[src/rtl/irrigation_pkg.sv]
// rtl/irrigation_pkg.sv - shared types and constants for the multi-zone irrigation controller
// Purpose: FSM state encoding, tank level codes, run-mode constants and the
//          tank sensor decoder used by multizone_irrigation_ctrl.
// Ports:   none (package)
package irrigation_pkg;

   typedef enum logic [2:0] {
      ST_IDLE     = 3'd0,
      ST_SELECT   = 3'd1,
      ST_RUN      = 3'd2,
      ST_COOLDOWN = 3'd3,
      ST_FAULT    = 3'd4
   } state_t;

   localparam logic [1:0] LVL_EMPTY  = 2'd0;
   localparam logic [1:0] LVL_LOW    = 2'd1;
   localparam logic [1:0] LVL_MIDDLE = 2'd2;
   localparam logic [1:0] LVL_HIGH   = 2'd3;

   localparam logic MODE_SPRINKLER = 1'b1;
   localparam logic MODE_DRIP      = 1'b0;

   // Returns {valid, level}. Sensors fill bottom-up, so only the four
   // thermometer codes are physically possible; anything else is a fault.
   function automatic logic [2:0] tank_decode(input logic h, input logic m, input logic l);
      case ({h, m, l})
         3'b000:  return {1'b1, LVL_EMPTY};
         3'b001:  return {1'b1, LVL_LOW};
         3'b011:  return {1'b1, LVL_MIDDLE};
         3'b111:  return {1'b1, LVL_HIGH};
         default: return {1'b0, LVL_EMPTY};
      endcase
   endfunction

endpackage

[src/rtl/zone_rr_arbiter.sv]
// rtl/zone_rr_arbiter.sv - combinational round-robin zone arbiter
// Purpose: picks the first requesting zone strictly after ptr, wrapping, so the
//          zone at ptr itself has lowest priority.
// Ports:   req   in  N_ZONES  per-zone request (soil dry)
//          ptr   in  clog2    index of the previously granted zone
//          grant out N_ZONES  one-hot grant
//          idx   out 3        index of the granted zone
//          any   out 1        a grant was made
module zone_rr_arbiter
   import irrigation_pkg::*;
#(
   parameter int N_ZONES = 4
) (
   input  logic [N_ZONES-1:0]         req,
   input  logic [$clog2(N_ZONES)-1:0] ptr,
   output logic [N_ZONES-1:0]         grant,
   output logic [2:0]                 idx,
   output logic                       any
);

   localparam int PW = $clog2(N_ZONES);

   logic [PW-1:0] j;

   always_comb begin
      grant = '0;
      idx   = '0;
      any   = 1'b0;
      j     = '0;
      for (int i = 1; i <= N_ZONES; i++) begin
         j = PW'((int'(ptr) + i) % N_ZONES);
         if (!any && req[j]) begin
            any      = 1'b1;
            grant[j] = 1'b1;
            idx      = 3'(j);
         end
      end
   end

endmodule

[src/rtl/multizone_irrigation_ctrl.sv]
// rtl/multizone_irrigation_ctrl.sv - one-pump, N-zone round-robin irrigation controller
// Purpose: supervises the tank (level, error, alarm, refill valve) and runs one
//          zone at a time for a timed sprinkler or drip cycle, with a pump
//          cooldown after every run and a timed hold after any alarm.
// Ports:   clk, reset (sync, active-high), tick_i timebase pulse,
//          high/middle/low_level_i tank sensors, soil_dry_i per zone,
//          temperature_i, air_humidity_i, enable_i;
//          error_o, alarm_o, inlet_valve_o, zone_valve_o (one-hot),
//          sprinkler_o, drip_o, active_zone_o, remaining_o, tank_level_o.
module multizone_irrigation_ctrl
   import irrigation_pkg::*;
#(
   parameter int N_ZONES         = 4,
   parameter int TICK_W          = 8,
   parameter int SPRINKLER_TICKS = 30,
   parameter int DRIP_TICKS      = 60,
   parameter int COOLDOWN_TICKS  = 5
) (
   input  logic               clk,
   input  logic               reset,
   input  logic               tick_i,
   input  logic               high_level_i,
   input  logic               middle_level_i,
   input  logic               low_level_i,
   input  logic [N_ZONES-1:0] soil_dry_i,
   input  logic               temperature_i,
   input  logic               air_humidity_i,
   input  logic               enable_i,
   output logic               error_o,
   output logic               alarm_o,
   output logic               inlet_valve_o,
   output logic [N_ZONES-1:0] zone_valve_o,
   output logic               sprinkler_o,
   output logic               drip_o,
   output logic [2:0]         active_zone_o,
   output logic [TICK_W-1:0]  remaining_o,
   output logic [1:0]         tank_level_o
);

   localparam int PW = $clog2(N_ZONES);
   localparam logic [TICK_W-1:0] SPR_T  = TICK_W'(SPRINKLER_TICKS);
   localparam logic [TICK_W-1:0] DRIP_T = TICK_W'(DRIP_TICKS);
   localparam logic [TICK_W-1:0] CD_T   = TICK_W'(COOLDOWN_TICKS);

   state_t        state;
   logic [PW-1:0] rr_ptr;

   logic          dec_valid;
   logic [1:0]    dec_level;
   logic [1:0]    lvl_c;
   logic          alarm_c;
   logic          sel_mode;

   logic [N_ZONES-1:0] arb_grant;
   logic [2:0]         arb_idx;
   logic               arb_any;

   // On an invalid code the FSM keeps working from the last valid level.
   always_comb begin
      {dec_valid, dec_level} = tank_decode(high_level_i, middle_level_i, low_level_i);
      lvl_c    = dec_valid ? dec_level : tank_level_o;
      alarm_c  = ~dec_valid | (lvl_c == LVL_EMPTY);
      sel_mode = (temperature_i & ~air_humidity_i & (lvl_c >= LVL_MIDDLE)) ? MODE_SPRINKLER
                                                                           : MODE_DRIP;
   end

   zone_rr_arbiter #(.N_ZONES(N_ZONES)) u_arb (
      .req   (soil_dry_i),
      .ptr   (rr_ptr),
      .grant (arb_grant),
      .idx   (arb_idx),
      .any   (arb_any)
   );

   always_ff @(posedge clk) begin
      if (reset) begin
         state         <= ST_IDLE;
         rr_ptr        <= PW'(N_ZONES - 1);
         error_o       <= 1'b0;
         alarm_o       <= 1'b0;
         inlet_valve_o <= 1'b0;
         zone_valve_o  <= '0;
         sprinkler_o   <= 1'b0;
         drip_o        <= 1'b0;
         active_zone_o <= '0;
         remaining_o   <= '0;
         tank_level_o  <= LVL_EMPTY;
      end else begin
         error_o <= ~dec_valid;
         alarm_o <= alarm_c;
         if (dec_valid)
            tank_level_o <= dec_level;

         // Refill hysteresis: open below middle, close only when full.
         if (!dec_valid)
            inlet_valve_o <= 1'b0;
         else if (dec_level < LVL_MIDDLE)
            inlet_valve_o <= 1'b1;
         else if (dec_level == LVL_HIGH)
            inlet_valve_o <= 1'b0;

         case (state)
            ST_IDLE: begin
               zone_valve_o  <= '0;
               sprinkler_o   <= 1'b0;
               drip_o        <= 1'b0;
               active_zone_o <= '0;
               if (alarm_c) begin
                  state       <= ST_FAULT;
                  remaining_o <= CD_T;
               end else if (enable_i && |soil_dry_i) begin
                  state <= ST_SELECT;
               end
            end

            ST_SELECT: begin
               if (arb_any) begin
                  state         <= ST_RUN;
                  rr_ptr        <= arb_idx[PW-1:0];
                  zone_valve_o  <= arb_grant;
                  active_zone_o <= arb_idx;
                  sprinkler_o   <= (sel_mode == MODE_SPRINKLER);
                  drip_o        <= (sel_mode == MODE_DRIP);
                  remaining_o   <= (sel_mode == MODE_SPRINKLER) ? SPR_T : DRIP_T;
               end else begin
                  state <= ST_IDLE;
               end
            end

            // rr_ptr equals the granted zone for the whole run.
            ST_RUN: begin
               if (alarm_c) begin
                  state         <= ST_FAULT;
                  zone_valve_o  <= '0;
                  sprinkler_o   <= 1'b0;
                  drip_o        <= 1'b0;
                  active_zone_o <= '0;
                  remaining_o   <= CD_T;
               end else if (remaining_o == '0 || !soil_dry_i[rr_ptr] ||
                            (sprinkler_o && lvl_c < LVL_MIDDLE)) begin
                  state        <= ST_COOLDOWN;
                  zone_valve_o <= '0;
                  sprinkler_o  <= 1'b0;
                  drip_o       <= 1'b0;
                  remaining_o  <= CD_T;
               end else if (tick_i) begin
                  remaining_o <= remaining_o - TICK_W'(1);
               end
            end

            ST_COOLDOWN: begin
               if (alarm_c) begin
                  state         <= ST_FAULT;
                  active_zone_o <= '0;
                  remaining_o   <= CD_T;
               end else if (remaining_o == '0) begin
                  state         <= ST_IDLE;
                  active_zone_o <= '0;
               end else if (tick_i) begin
                  remaining_o <= remaining_o - TICK_W'(1);
               end
            end

            ST_FAULT: begin
               zone_valve_o  <= '0;
               sprinkler_o   <= 1'b0;
               drip_o        <= 1'b0;
               active_zone_o <= '0;
               if (alarm_c)
                  remaining_o <= CD_T;
               else if (remaining_o == '0)
                  state <= ST_IDLE;
               else if (tick_i)
                  remaining_o <= remaining_o - TICK_W'(1);
            end

            default: state <= ST_IDLE;
         endcase
      end
   end

endmodule

[config.mk]
export PLATFORM = sky130hd
export DESIGN_NAME = multizone_irrigation_ctrl
export DESIGN_NICKNAME = d
export VERILOG_FILES = /design/src/rtl/irrigation_pkg.sv /design/src/rtl/zone_rr_arbiter.sv /design/src/rtl/multizone_irrigation_ctrl.sv
export SDC_FILE = /design/constraint.sdc
export NUM_CORES = 1
export LEC_CHECK = 0
export ABC_AREA = 1
export CORE_UTILIZATION = 45
export CTS_CLUSTER_SIZE = 30
export DETAILED_ROUTE_END_ITERATION = 12
export PLACE_DENSITY = 0.77
export REMOVE_ABC_BUFFERS = 1
export SYNTH_ARGS = -nofsm -noshare
export SYNTH_HDL_FRONTEND = slang
export SYNTH_SLANG_ARGS = --single-unit
[constraint.sdc]
create_clock -name clk -period 2.1 [get_ports clk]
set_input_delay 0.21 -clock clk [delete_from_list [all_inputs] [get_ports clk]]
set_output_delay 0.21 -clock clk [all_outputs]
set_load 0.02 [all_outputs]
Yosys cells after proc, flatten, opt, wreduce, memory -nomap -nowiden
Cells that the tools add are included.
{ "word_totals": {"register_bits": 27, "latchBits": 0, "ram_bits": 0, "rom_bits": 0, "in_bits": 13, "output_inout_bits": 22, "wordCells": 153, "n_memories": 0} }
{ "op_classes": {"n_addsub": 5, "n_mul": 0, "div_mod_pow": 0, "magnitude_cmp": 12, "eq_ne": 16, "shifts": 0, "muxes": 68, "n_bitwise": 9, "reduce_logical": 32} }
{ "ops": {"columns": ["op", "count"], "rows": [
  ["2-to-1 mux 8 bit", 7],
  ["2-to-1 mux 3 bit", 14],
  ["one-hot mux 8 bit (4 select lines)", 1],
  ["2-to-1 mux 4 bit", 7],
  ["one-hot mux 3 bit (4 select lines)", 2],
  ["2-to-1 mux 1 bit", 20],
  ["less-than comparator 2 x 3 -> 1 bit (second input constant)", 5],
  ["one-hot mux 3 bit (5 select lines)", 1],
  ["inequality test 3 bit (second input constant)", 4],
  ["bitwise OR 4 bit", 3],
  ["one-hot mux 4 bit (3 select lines)", 1],
  ["binary-select mux 1 bit (select 2 bit)", 5],
  ["equality test 3 x 2 -> 1 bit (second input constant)", 3],
  ["logical AND 1 bit", 9],
  ["demux 1 bit (select 2 bit)", 4],
  [">= comparator 2 x 1 -> 1 bit (second input constant)", 4],
  ["zero test 8 bit", 1],
  ["inequality test 2 bit (second input constant)", 4],
  ["AND reduction 4 bit", 2],
  ["nonzero test 4 bit", 2],
  ["subtractor 8 x 1 -> 8 bit (second input constant)", 1],
  ["equality test 3 x 1 -> 1 bit (second input constant)", 2],
  ["equality test 3 bit (second input constant)", 2],
  ["zero test 3 bit", 2],
  ["other kinds (20)", 36]
]} }

Logic depth before layout (Yosys ltp)
Gate-level depths: netlist of run 1.
{ "depth": {"ltp_word": 15, "mapped_depth": 13, "ltp_nobuf": 12} }

Modules after synthesis
Synthesis of run 1 repeated with hierarchy kept, for this count alone.
{ "hier_totals": {"hier_cells": 302, "hier_area_um2": 1939.4} }
{ "modules_own_cells": {"columns": ["module", "instances", "cells_per_inst", "area_per_inst_um2", "seq_area_each_um2"], "rows": [
  ["multizone_irrigation_ctrl", 1, 226, 1470.2, 540.5],
  ["zone_rr_arbiter", 1, 76, 469.2, 0.0]
]} }

Least setup slack after synthesis of run 1
No wires, ideal clock.
{ "synth_timing": {"path_kind": "reg2reg", "from": "register rr_ptr[1]", "to": "register rr_ptr[1]", "setup_time_ns": 0.126, "arrival_ns": 1.798, "required_ns": 1.974, "slack_ns": 0.176, "path_stages_with_launch": 13, "n_path_buf": 1, "period_less_slack_ns": 1.924, "path_cell_list": "dfxtp_1 -> inv_1 -> ha_1 -> inv_1 -> nand3_4 -> nand2_4 -> nor2_4 -> buf_6 -> nand3_1 -> nand2_1 -> nand2_1 -> nand2_2 -> o211ai_2"} }
{ "synth_via": {"elab_chain_cells": 14, "elab_cells_between_ends": 27, "classes_between": "add/sub: 4; mux: 16; reduce/logical: 7"} }
{ "synth_rtl": {"columns": ["element", "line_no", "rtl"], "rows": [
  ["start: declaration", "multizone_irrigation_ctrl.sv:46", "logic [PW-1:0] rr_ptr;"],
  ["start signal: assignment", "multizone_irrigation_ctrl.sv:78", "rr_ptr <= PW'(N_ZONES - 1);"],
  ["start signal: assignment", "multizone_irrigation_ctrl.sv:119", "rr_ptr <= arb_idx[PW-1:0];"],
  ["adder 2 x 1 -> 2 bit", "zone_rr_arbiter.sv:31", "j = PW'((int'(ptr) + i) % N_ZONES);"],
  ["binary-select mux 1 bit (select 2 bit)", "zone_rr_arbiter.sv:32", "if (!any && req[j]) begin"],
  ["2-to-1 mux 1 bit (implied by the code)", "zone_rr_arbiter.sv:32", null],
  ["2-to-1 mux 1 bit", "zone_rr_arbiter.sv:32", null],
  ["zero test 1 bit", "zone_rr_arbiter.sv:32", null],
  ["logical AND 1 bit", "zone_rr_arbiter.sv:32", null],
  ["2-to-1 mux 1 bit", "zone_rr_arbiter.sv:32", null],
  ["zero test 1 bit", "zone_rr_arbiter.sv:32", null],
  ["logical AND 1 bit", "zone_rr_arbiter.sv:32", null],
  ["2-to-1 mux 1 bit", "zone_rr_arbiter.sv:32", null],
  ["zero test 1 bit", "zone_rr_arbiter.sv:32", null],
  ["logical AND 1 bit", "zone_rr_arbiter.sv:32", null],
  ["2-to-1 mux 1 bit", "zone_rr_arbiter.sv:32", null],
  ["AND reduction 2 bit (no line)", null, null]
]} }
Parallel ways exist; a longest one is shown, timed or not. The select of a mux whose other input is x is not followed.
A chain may end at the register's enable or synchronous reset.

Worst setup path in the final report of run 1
{ "layout_timing": {"from": "register rr_ptr[0]", "to": "register rr_ptr[1]"} }
The elaborated chain is that of the path after synthesis.

==> qor.yml, run 1 <==
cpPeakStageDelay_ns: 0.42
routedWlPerCell_um: 11.9
die-height_um: 67.3
p_per_area_nw_per_um2: 692
die_area_um2: 4530
grt_use_total_pct: 20.9
clock_path_buffers: 2
path_cells: "inv_6 > ha_1 > inv_1 > nand3_4 > nand2_4 > nor2_4 > nand3_1 > nand2_1 > nand2_1 > nand2_2 > o211ai_2"
leakagePower_nw: 1.08
crit_family: "simple AND/OR/NAND/NOR gates"
holdPathStages: 2
viasPerCell: 5.06
rows: 23
status: "finished clean"
synth_warnings: 0
drtPass1Iterations: 4
port_buffers: 33
drt_iter0_drc: 77
htree_levels: 1
crit_buf_inv: 2
maxCapViolCount: 0
finalHoldViolations: 0
cts_made_buffers: 3
grt_max_degree: 20
min-delay-start: "drip_o"
nFillCells: 376
synth_top_area_cell: "dfxtp_1"
clock_latency_ns: 0.27
met1_usage_pct: 27.4
ys_seq_area_share_pct: 27.1
worstSetupPathType: "reg2reg"
netlist_top_cells_area: "dfxtp_1 27%, nand2_1 15%, a21oi_1 6.5%, ha_1 6.5%, nand3_1 6.5%"
grt_antenna_before_repair: 0
dpl.hpwl_mm: 3.45
crit_path_top_delay_cell: "dfxtp_1"
grt_pass1_wl_mm: 7.14
crit_top_cell: "nand2_1"
final-seq-area_um2: 520
ios: 35
multiInputGateArea_um2: 1200
ctsHoldBuffers: 0
required_ns: 2.26
holdPathEnd: "drip_o"
die_w_um: 67.3
worstRegToRegCells: 11
finalSetupViolCount: 0
grt_overflow: 0
clk_pin_slew_ns: 0.09
ctsResizeCount: 0
synth-seq-cells: 26
end_kind: "flip-flop"
yosys.cell_types.count: 31
gp_congestion: 0.888
dpl_cell_area_um2: 2300
r2r-end: "rr_ptr[1]"
hold_class: "reg2reg"
diodes: 0
grt_pass1_vias: 1667
ir_drop_mv: 0.408
routed_wl_mm: 4.50
ant_nets: 0
coreArea_um2: 4060
worstPathArrival_ns: 2.09
drv_slew: 0
final_layout_size_suffix_gt1_share_pct: 12.2
min_period_over_period_pct: 92.3
setup_tns_ns: 0
syn-mean-instance-area_um2: 6.55
synth_top_area_share_pct: 27.1
r2r_slack_ns: 0.16
drc: 0
busiest_layer: "met2"
cts_tree: "done"
nets: 353
clock_skew_ns: 0.00404
rsz0062_at_grt: "no"
fmax_mhz: 516
clockRootBuffer: "clkbuf_8"
reg2reg_from: "rr_ptr[0]"
met2_usage_pct: 35.4
fin_crit_ns: 1.94
start_util_pct: 47.3
cp_max_fo: 12
num_vias: 1918
design_area_um2: 2380
grtUsageMet3_pct: 3.89
startpoint_type: "flip-flop"
netlist_area_um2: 1920
clock-sinks: 26
synthToLayoutAreaGrowth_pct: 23.8
synth_cells: 293
==> per-stage QoR <==
step	worst slack (ns)	hold slack, ns	util [%]	cells	power (mW)
finish	0.162	0.475	58.6	379	1.64
global placement	0.248	0.461	56.8	375	1.21
global route	0.00109	0.500	58.6	379	1.76
detailed placement	0.163	0.457	56.8	375	1.23
CTS	0.155	0.478	58.6	379	1.65
floorplan	0.129	0.272	-	287	1.03
==> worst min-delay path, delay by kind of cell (launching register included) <==
| family | cells | cell delay, ns |
|---|---|---|
| and+or+nand+nor | 1 | 0.06 |
| AOI/OAI and AO/OA | 1 | 0.05 |
| DFF | 1 | 0.32 |
==> per-layer routing <==
metal	vias up	routed length, µm
li1	1022	-
met1	862	2280
met2	34	2080
met3	0	143
met4	0	0
met5	-	0
==> worst max-delay path by stage <==
| stage | from | end | slack, ns | cells after the start |
|---|---|---|---|---|
| after CTS | rr_ptr[0] | rr_ptr[0] | 0.16 | 11 |
| after floorplan | rr_ptr[0] | rr_ptr[0] | 0.13 | 11 |
| after detailed placement | rr_ptr[0] | rr_ptr[0] | 0.16 | 11 |
| after global placement | rr_ptr[0] | rr_ptr[1] | 0.25 | 11 |
| final | rr_ptr[0] | rr_ptr[1] | 0.16 | 11 |
| after global routing | rr_ptr[0] | rr_ptr[1] | 0.001 | 11 |
==> kinds of logic (layout without fill, tap and decap cells) <==
| family | count (synthesis) | in the layout | synth area share (%) |
|---|---|---|---|
| AND/OR/NAND/NOR | 157 | 157 | 39.0 |
| buffers and inverters | 46 | 82 | 10.4 |
| other | 1 | 1 | 0.195 |
| adder cells (fa/ha/maj) | 10 | 10 | 6.52 |
| flip-flops | 26 | 26 | 27.1 |
| XOR/XNOR | 4 | 4 | 1.83 |
| AO/OA/AOI/OAI | 49 | 49 | 14.9 |
==> where the power goes <==
group / switching [mW] / leakage (nW) / total (mW) / internal [mW]
combinational: 0.420 / 0.828 / 0.661 / 0.241
sequential: 0.0307 / 0.212 / 0.561 / 0.530
clock: 0.167 / 0.0357 / 0.422 / 0.255
==> final cells by class <==
class	count	share of cell area (%)
inverters	40	6.53
multi-input cells	221	50.4
well taps	50	2.63
flip-flops and latches	26	21.9
repair buffers	38	15.5
clock inverters	1	1.26
clock buffers	3	1.74
==> layout by cell type (no fill, tap or decap), drive strengths merged, types with 3 or more instances in the layout <==
| cell type | count |
|---|---|
| a21boi | 5 |
| a21oi | 26 |
| buf | 5 |
| clkbuf | 3 |
| clkdlybuf4s50 | 33 |
| dfxtp | 26 |
| ha | 10 |
| inv | 40 |
| nand2 | 86 |
| nand3 | 29 |
| nand4 | 8 |
| nor2 | 31 |
| nor3 | 3 |
| o211ai | 4 |
| o21ai | 13 |
| xor2 | 4 |
==> sequential cells by signal (all words and copies together) (netlist names), 2 cells and up <==
register       cells
remaining_o        8
zone_valve_o       4
state              3
active_zone_o      2
rr_ptr             2
tank_level_o       2
==> Yosys cell counts, drive strengths merged <==
| library cell | count |
|---|---|
| nand3 | 29 |
| a21boi | 5 |
| o211ai | 4 |
| inv | 40 |
| ha | 10 |
| clkbuf | 2 |
| o22ai | 1 |
| a21oi | 26 |
| nor3 | 3 |
| nand2 | 86 |
| nand4 | 8 |
| xor2 | 4 |
| nor2 | 31 |
| buf | 4 |
| o21ai | 13 |
| conb | 1 |
| dfxtp | 26 |
==> what timing repair did <==
| item | CTS | global route |
|---|---|---|
| endpoints found under the hold margin | 0 | 0 |
| buffers inserted | 0 | 0 |
| setup endpoints to repair | 0 | 2 |
Note: power is estimated with default switching activity, not from simulation.
==> run 2: changes to the inputs <==
--- a/config.mk
+++ b/config.mk
@@ -6,10 +6,11 @@
 export NUM_CORES = 1
 export LEC_CHECK = 0
 export ABC_AREA = 1
+export ABC_CLOCK_PERIOD_IN_PS = 2100
 export CORE_UTILIZATION = 45
 export CTS_CLUSTER_SIZE = 30
 export DETAILED_ROUTE_END_ITERATION = 12
-export PLACE_DENSITY = 0.77
+export PLACE_DENSITY = 0.69
 export REMOVE_ABC_BUFFERS = 1
 export SYNTH_ARGS = -nofsm -noshare
 export SYNTH_HDL_FRONTEND = slang
==> run 2 against run 1 <==
Compared with the run above: fmax about the same; count of clock-buffer cells in the layout did not move; core utilization is the same; critical path type unchanged; critical endpoint is now rr_ptr[0]; largest power group unchanged.
==> qor.yml, run 2 (same netlist as run 1, synthesis figures left out) <==
htree_levels: 1  # unchanged
routedWlPerCell_um: 11.5  # -3.5%
coreArea_um2: 4060  # unchanged
die_w_um: 67.3  # unchanged
drt_iter0_drc: 136  # +77%
gp_congestion: 0.833  # -6.1%
min_period_over_period_pct: 92.3  # about the same
drv_slew: 0  # unchanged
worstSetupPathType: "reg2reg"
layout_commonest_cell: "nand2_1"
drtPass1Iterations: 4  # unchanged
p_total_mw: 1.63  # -0.55%
grt_antenna_before_repair: 0  # unchanged
mostFrequentLayoutCells: "77 x nand2_1, 33 x clkdlybuf4s50_1, 31 x inv_1"
nFillCells: 408  # +8.5%
cp_max_fo: 12  # unchanged
clock-sinks: 26  # unchanged
clock_path_buffers: 2  # unchanged
clock_skew_ns: 0.00538  # +0.00134 ns
ctsResizeCount: 0  # unchanged
worstPathArrival_ns: 2.09  # about the same
status: "finished clean"
setup_tns_ns: 0  # unchanged
drc: 0  # unchanged
ios: 35  # unchanged
final-seq-area_um2: 520  # unchanged
dpl_cell_area_um2: 2300  # unchanged
regMostFlops: "remaining_o"
grt_pass1_vias: 1680  # +0.78%
rsz0062_at_grt: "no"
grt_max_degree: 20  # unchanged
routed_wl_mm: 4.34  # -3.5%
nets: 353  # unchanged
design_area_um2: 2380  # unchanged
final_layout_size_suffix_gt1_share_pct: 12.2  # unchanged
grt_pass1_wl_mm: 7.44  # +4.2%
cts_tree: "done"
ctsHoldBuffers: 0  # unchanged
start_util_pct: 47.3  # unchanged
clock_latency_ns: 0.27  # about the same
grt_overflow: 0  # unchanged
required_ns: 2.26  # about the same
diodes: 0  # unchanged
finalSetupViolCount: 0  # unchanged
fmax_mhz: 516  # about the same
startpoint_type: "flip-flop"
postCtsSetupRepairBufs: 0  # unchanged
rows: 23  # unchanged
largest_reg_flops: 8  # unchanged
ir_drop_mv: 0.299  # -27%
synthToLayoutAreaGrowth_pct: 23.8  # unchanged
p_per_area_nw_per_um2: 688  # -0.55%
multiInputGateArea_um2: 1200  # unchanged
reg_top3: "remaining_o: 8 flops, zone_valve_o: 4 flops, state: 3 flops"
viasPerCell: 5.13  # +1.5%
clk_pin_slew_ns: 0.10  # about the same
finalHoldViolations: 0  # unchanged
fin_crit_ns: 1.94  # -0.000469 ns
cts_made_buffers: 3  # unchanged
num_vias: 1946  # +1.5%
grt_use_total_pct: 21.5  # +0.64 points
die_area_um2: 4530  # unchanged
die-height_um: 67.3  # unchanged
dpl.hpwl_mm: 3.37  # -2.3%
ant_nets: 0  # unchanged
clockRootBuffer: "clkbuf_8"
hold_class: "reg2reg"
end_kind: "flip-flop"
leakagePower_nw: 1.08  # about the same
maxCapViolCount: 0  # unchanged
port_buffers: 33  # unchanged
[run 2: cell counts in the layout (fill, tap and decap cells not counted)]
Identical to the previous run, type by type.
[run 2: layer usage]
layer  GRT usage (%)  up-vias  wire, µm
met2            37.1       33      2130
li1                -     1024         -
met4            4.79        0        40
met5               0        -         0
met1            27.6      884      2040
met3            3.89        5       126
[run 2: final timing paths]
| path | from | endpoint | slack (ns) | depth (start not counted) |
|---|---|---|---|---|
| setup / recovery | rr_ptr[0] | rr_ptr[0] | 0.16 | 11 |
| setup reg to reg | rr_ptr[0] | rr_ptr[0] | 0.16 | 11 |
| hold / removal | drip_o | drip_o | 0.47 | 2 |
| hold reg to reg | drip_o | drip_o | 0.47 | 2 |
[run 2: layout make-up]
| class | instances | area share [%] |
|---|---|---|
| Multi-Input combinational cell | 221 | 50.4 |
| Sequential cell | 26 | 21.9 |
| Timing Repair Buffer | 38 | 15.5 |
| Inverter | 40 | 6.53 |
| Tap cell | 50 | 2.63 |
| Clock buffer | 3 | 1.74 |
| Clock inverter | 1 | 1.26 |
[run 2: power breakdown]
group / switching (mW) / total (mW) / internal (mW)
sequential: 0.0300 / 0.560 / 0.530
clock: 0.168 / 0.423 / 0.255
combinational: 0.411 / 0.652 / 0.241
[run 2: critical path: stages (launching register included)]
cell and delay, ns:
dfxtp_1 0.42, inv_6 0.08, ha_1 0.39, inv_1 0.11
nand3_4 0.13, nand2_4 0.07, nor2_4 0.23, nand2_1 0.11
nand2_1 0.07, nand2_1 0.04, nand3_1 0.08, o211ai_1 0.09
[run 2: through the flow]
stage                     hold WS (ns)  util [%]  cells  worst slack (ns)
after global placement           0.449      56.8    375             0.233
final                            0.468      58.6    379             0.163
after detailed placement         0.460      56.8    375             0.153
after floorplan                  0.272         -    287             0.129
after CTS                        0.476      58.6    379             0.152
after global routing             0.486      58.6    379            0.0241
==> run 3: changes to the inputs <==
--- a/config.mk
+++ b/config.mk
@@ -7,11 +7,13 @@
 export LEC_CHECK = 0
 export ABC_AREA = 1
 export ABC_CLOCK_PERIOD_IN_PS = 2100
-export CORE_UTILIZATION = 45
+export CORE_UTILIZATION = 50
 export CTS_CLUSTER_SIZE = 30
 export DETAILED_ROUTE_END_ITERATION = 12
-export PLACE_DENSITY = 0.69
+export PLACE_DENSITY = 0.76
 export REMOVE_ABC_BUFFERS = 1
 export SYNTH_ARGS = -nofsm -noshare
 export SYNTH_HDL_FRONTEND = slang
+export SYNTH_HIERARCHICAL = 1
 export SYNTH_SLANG_ARGS = --single-unit
+export TNS_END_PERCENT = 10
==> run 3 against run 2 <==
Compared with the run above: final cell count rose by 3.2%; critical path depth fell by 1; design area rose by 2.2%; combinational power rose by 27%; area after synthesis rose by 1.0%; sequential power rose by 7.7%; first-iteration DRC count fell by 15%; sequential share of layout area rose by 0.36 points; register-to-register slack improved by 0.14 ns; global-route usage rose by 2.0 points; count of clock-buffer cells in the layout rose by 1; critical endpoint is now active_zone_o[0]; largest cell class unchanged.
==> qor.yml, run 3 <==
dpl.hpwl_mm: 3.50  # +3.9%
ant_nets: 0  # unchanged
ys_async_sr_fraction_pct: 0  # unchanged
cp_max_fo: 7  # -5
leakagePower_nw: 1.11  # +3.2%
finalNonFillerCells: 391  # +3.2%
drt_iter0_drc: 115  # -15%
rows: 22  # -4.3%
viasPerCell: 5.18  # +0.97%
nFillCells: 324  # -21%
synth_edf_count: 0  # unchanged
clock_latency_ns: 0.27  # about the same
crit_end: "active_zone_o[0]"
grt_antenna_before_repair: 0  # unchanged
maxCapViolCount: 0  # unchanged
clock_skew_ns: 0.00376  # -0.00162 ns
reg2reg_from: "rr_ptr[1]"
dpl_cell_area_um2: 2380  # +3.4%
end_kind: "flip-flop"
finalHoldViolations: 0  # unchanged
p_per_area_nw_per_um2: 711  # +3.3%
crit_path_top_delay_cell: "ha_1"
routed_wl_mm: 4.49  # +3.3%
startpoint_type: "flip-flop"
clk_pin_slew_ns: 0.09  # about the same
start_util_pct: 52.6  # +5.3 points
synth_warnings: 6  # +6
synthToLayoutAreaGrowth_pct: 25.2
synth-seq-cells: 27  # +3.8%
ir_drop_mv: 0.506  # +69%
die_area_um2: 4130  # -8.8%
gp_congestion: 0.957  # +15%
grt_pass1_vias: 1809  # +7.7%
synth_top_cells_by_count: "75 x nand2_1, 38 x inv_1, 32 x nand3_1"
ctsHoldBuffers: 0  # unchanged
reg_top3: "remaining_o: 8 flops, zone_valve_o: 4 flops"
yosys.cell_types.count: 33  # +6.5%
final_layout_size_suffix_gt1_share_pct: 11.4  # -0.79 points
intPower_mw: 1.00  # -2.5%
dominantRegCellSynth: "dfxtp_1"
drtPass1Iterations: 5  # +1
cts_made_buffers: 3  # unchanged
die_w_um: 64.3  # -4.5%
syn-mean-instance-area_um2: 6.42  # -2.0%
p_total_mw: 1.73  # +5.6%
die-height_um: 64.3  # -4.5%
coreArea_um2: 3690  # -9.1%
largest_reg_flops: 8  # unchanged
required_ns: 2.31  # +0.05 ns
setup_tns_ns: 0  # unchanged
clkPwrFrac_pct: 17.0  # -8.9 points
nets: 367  # +4.0%
worstSetupPathType: "reg2reg"
crit_buf_inv: 2  # unchanged
htree_levels: 1  # unchanged
port_buffers: 34  # +3.0%
netlist_top_cells_area: "dfxtp_1 28%, nand2_1 15%, nand3_1 8.3%, inv_1 7.4%, a21oi_1 6.5%"
p_sw_share_pct: 42.1  # +4.8 points
num_vias: 2027  # +4.2%
grt_overflow: 0  # unchanged
clock_path_buffers: 2  # unchanged
combPwrFrac_pct: 48.0  # +8.1 points
ctsResizeCount: 0  # unchanged
finalSetupViolCount: 0  # unchanged
grt_pass1_wl_mm: 7.73  # +3.9%
min_period_over_period_pct: 85.7  # -6.6 points
diodes: 0  # unchanged
grt_use_total_pct: 23.5  # +2.0 points
fin_crit_ns: 1.80  # -0.138 ns
status: "finished clean"
design_area_um2: 2430  # +2.2%
regMostFlops: "remaining_o"
r2r_slack_ns: 0.30  # +0.14 ns
ios: 35  # unchanged
fmax_mhz: 556  # +7.6%
netlist_area_um2: 1940  # +1.0%
worstPathArrival_ns: 2.01  # -0.08 ns
drc: 0  # unchanged
path_cells: "inv_1 > ha_1 > inv_1 > nand2_2 > nand2_2 > nor2_2 > nor2_1 > a21oi_2 > nand2_1 > a21oi_1"
hold_class: "reg2reg"
crit_path_start: "rr_ptr[1]"
cpPeakStageDelay_ns: 0.37  # -0.05 ns
grt_max_degree: 18  # -10%
pre_cts_slack_ns: 0.182  # +0.0287 ns
pwr-share-seq_pct: 34.9  # +0.6 points
drv_slew: 0  # unchanged
final-seq-area_um2: 541  # +3.8%
yosysMostFrequentCell: "nand2_1"
crit_family: "simple AND/OR/NAND/NOR gates"
routedWlPerCell_um: 11.5  # +0.14%
synth_top_area_share_pct: 27.9  # +0.75 points
worstRegToRegCells: 10  # -1
synth_top_area_cell: "dfxtp_1"
r2r-end: "active_zone_o[0]"
cts_tree: "done"
synth_cells: 302  # +3.1%
layout_commonest_cell: "nand2_1"
multiInputGateArea_um2: 1210  # +0.94%
mostFrequentLayoutCells: "75 x nand2_1, 38 x inv_1, 34 x clkdlybuf4s50_1"
critical_path_cell_count: 10  # -1
finalWorstSetupSlack_ns: 0.300  # +0.138 ns
dp.cells: 387  # +3.2%
postCtsSetupRepairBufs: 0  # unchanged
clockRootBuffer: "clkbuf_8"
clock-sinks: 27  # +3.8%
ys_seq_area_share_pct: 27.9  # +0.75 points
rsz0062_at_grt: "no"
p_sw_mw: 0.726  # +19%
run 3: routing by layer:
layer | GRT usage (%) | vias up | share of wire, %
met5 | 0 | - | 0
met4 | 5.28 | 0 | 0.65
met3 | 4.46 | 4 | 5.0
met2 | 36.7 | 59 | 44
met1 | 33.3 | 901 | 50
li1 | - | 1063 | -
run 3: cells by family (layout without fill, tap and decap cells):
group	after synthesis	in the layout	synth area share, %
compound gates	51	51	14.5
simple gates	163	163	40.3
fa+ha+maj	10	10	6.45
flops	27	27	27.9
xor+xnor	2	2	0.903
buf+inv	48	89	9.74
other cells	1	1	0.193
run 3: cell type report:
cell class,instances,area share [%]
timing repair buffer,40,16.4
sequential,27,22.3
multi-input combinational,227,49.8
clock buffer,4,1.86
inverter,45,7.16
tap,48,2.47
run 3: worst min-delay path: stages, from the launching register on:
cell,delay [ns]
dfxtp_1,0.32
nand2_1,0.06
a21oi_1,0.05
run 3: per-stage QoR:
stage                     hold slack [ns]  util [%]
after global routing                0.482      65.8
after floorplan                     0.279         -
after CTS                           0.469      65.8
after global placement              0.448      64.6
final                               0.463      65.8
after detailed placement            0.456      64.6
run 3: how the worst min path moves through the flow:
| stage | startpoint | to | slack, ns | depth (start not counted) |
|---|---|---|---|---|
| after floorplan | reset | active_zone_o[0] | 0.28 | 1 |
| after global routing | active_zone_o[2] | active_zone_o[2] | 0.48 | 2 |
| final | active_zone_o[0] | active_zone_o[0] | 0.46 | 2 |
| after global placement | active_zone_o[2] | active_zone_o[2] | 0.45 | 2 |
| after detailed placement | active_zone_o[0] | active_zone_o[0] | 0.46 | 2 |
| after CTS | active_zone_o[0] | active_zone_o[0] | 0.47 | 2 |
run 3: power groups by stage:
stage / sequential (mW) / clock [mW] / combinational, mW
2_1_floorplan: 0.657 / 0 / 0.538
5_1_grt: 0.609 / 0.324 / 0.936
4_1_cts: 0.602 / 0.304 / 0.824
3_5_place_dp: 0.614 / 0 / 0.818
3_3_place_gp: 0.613 / 0 / 0.809
6_report: 0.603 / 0.293 / 0.829
==> variant: new RTL, config.mk and constraints of run 2 <==
Encoding of `state_t`: now Gray code (3 bits for 5 states).
--- a/src/rtl/irrigation_pkg.sv
+++ b/src/rtl/irrigation_pkg.sv
@@ -7,7 +7,7 @@
    typedef enum logic [2:0] {
-      ST_IDLE     = 3'd0,
-      ST_SELECT   = 3'd1,
-      ST_RUN      = 3'd2,
-      ST_COOLDOWN = 3'd3,
-      ST_FAULT    = 3'd4
+      ST_IDLE     = 3'b000,
+      ST_SELECT   = 3'b001,
+      ST_RUN      = 3'b011,
+      ST_COOLDOWN = 3'b010,
+      ST_FAULT    = 3'b110
    } state_t;
Behaviour: same outputs for any inputs over 4 cycles, from zero or initial values and one cycle with reset high; so few cycles prove little.
==> variant against run 2 <==
  * Final cell count down 3.4%
  * Area after synthesis down 4.6%
  * Wire length up 2.3%
  * Cell area down 2.2%
  * Power up 31%
  * Setup slack better by 0.19 ns
  * Count of clock-buffer cells in the layout unchanged
  * Sequential cell count unchanged
==> variant: results (changes against run 2) <==
Status = finished clean
CP top delay family = simple AND/OR/NAND/NOR gates
Top post-synthesis cells by area = dfxtp_1 (28%), nand2_1 (17%), ha_1 (6.8%)
Gr usage total = 0.2369 (+0.02166)
Initial DRT Pass Iterations = 4 (unchanged)
Yosys synthesis warning count = 0 (unchanged)
Leak = 1.052 nW (-2.2%)
Clock-pin slew of the registers on the worst-case setup and hold paths = 0.09 ns
First-pass GRT wire length = 7.941 mm (+6.8%)
Most common library cells after synthesis = nand2_1 (85), dfxtp_1 (26), inv_1 (26)
Vias in the first global route = 1775 (+5.7%)
Worst Hold Class = flop to flop
Initial antenna violation count = 0 (unchanged)
Critical path's largest stage delay = 0.38 ns (-0.04 ns)
Reg2reg path depth = 10 (-1)
Internal power = 1.216 mW (+19%)
Slowest CP cell = ha_1
Setup Fix Bufs, Post-CTS = 0 (unchanged)
Max VDD drop = 0.0005926 V (+98%)
Fillers = 345 (-15%)
Clk_skew = 0.002692 ns (-0.002685 ns)
Share of post-route cells with drive strength above 1 = 0.1447 (+0.02307)
Drt first-iter violations = 162 (+19%)
Pre-CTS WS = 0.2274 ns (+0.07403 ns)
Nets = 342 (-3.1%)
Register area share after synthesis = 0.2842 (+0.01297)
Vias per inst = 5.115 (-0.39%)
Hpwl dp = 3.454 mm (+2.5%)
Largest net degree at the start of global routing = 16 (-20%)
Asr flop ratio synth = 0 (unchanged)
Crit path max fanout = 7 (-5)
Drt total wl = 4.443 mm (+2.3%)
Crit path arrival time = 1.96 ns (-0.13 ns)
WHS Path Cells = 2 (unchanged)
Port Buf Inserts = 33 (unchanged)
Unique masters post-synth = 35 (+13%)
Routability cong. = 0.9432 (+13%)
==> variant: cell types whose count changed after synthesis, sizes merged, moves of 2 or more <==
cell | run 2 | this run
a21oi | 26 | 23
buf | 4 | 2
inv | 40 | 34
nand2 | 86 | 92
nand3 | 29 | 22
nor2 | 31 | 28
o211ai | 4 | 2
or2 | 0 | 2
xnor2 | 0 | 2
==> variant: area by class of cell <==
type | instances | share of cell area
clock inverter | 1 | 0.01292
multi-input combinational | 214 | 0.5013
timing repair buffer | 39 | 0.1616
tap | 48 | 0.02585
clock buffer | 3 | 0.01777
inverter | 35 | 0.05654
sequential | 26 | 0.2240
==> variant: kinds of logic (layout without fill, tap and decap cells) <==
kind of cell | after synthesis | in the layout | synth area share
compound gates | 43 | 43 | 0.1428
simple gates | 155 | 155 | 0.3989
flops | 26 | 26 | 0.2842
fa+ha+maj | 10 | 10 | 0.06831
other cells | 1 | 1 | 0.002047
buf+inv | 38 | 78 | 0.07991
xor+xnor | 5 | 5 | 0.02391
==> variant: power by group through the flow <==
stage,registers [mW],clock network (mW),logic [mW]
floorplan,0.677,0,0.723
global placement,0.629,0,1.08
CTS,0.617,0.426,1.10
finish,0.619,0.417,1.10
global route,0.626,0.447,1.24
detailed placement,0.628,0,1.09
==> variant: layer usage <==
| layer | routed length, um | up-vias | global-route usage | part of all wire |
|---|---|---|---|---|
| li1 | - | 981 | - | - |
| met1 | 2229 | 844 | 0.3400 | 0.50 |
| met2 | 1966 | 42 | 0.3763 | 0.44 |
| met3 | 226 | 5 | 0.04483 | 0.051 |
| met4 | 21 | 0 | 0.02446 | 0.0047 |
| met5 | 0 | - | 0 | 0 |
==> variant: stage by stage <==
stage / cell area (um^2) / instances / utilization
global placement: 2252 / 362 / 0.5972
finish: 2323 / 366 / 0.6161
floorplan: 1817 / 275 / -
CTS: 2323 / 366 / 0.6161
global route: 2323 / 366 / 0.6161
detailed placement: 2252 / 362 / 0.5972
==> variant: path summary, 6_finish.rpt <==
kind / startpoint / endpoint / slack (ns)
max: rr_ptr[1] / zone_valve_o[1] / 0.35
max reg2reg: rr_ptr[1] / zone_valve_o[1] / 0.35
min reg2reg: drip_o / drip_o / 0.46
min: drip_o / drip_o / 0.46
==> variant: worst min-delay path: cells and delay by family, from the launching register on <==
kind               cells  cell delay [ns]
AOI/OAI and AO/OA      1             0.05
and+or+nand+nor        1             0.06
DFF                    1             0.32
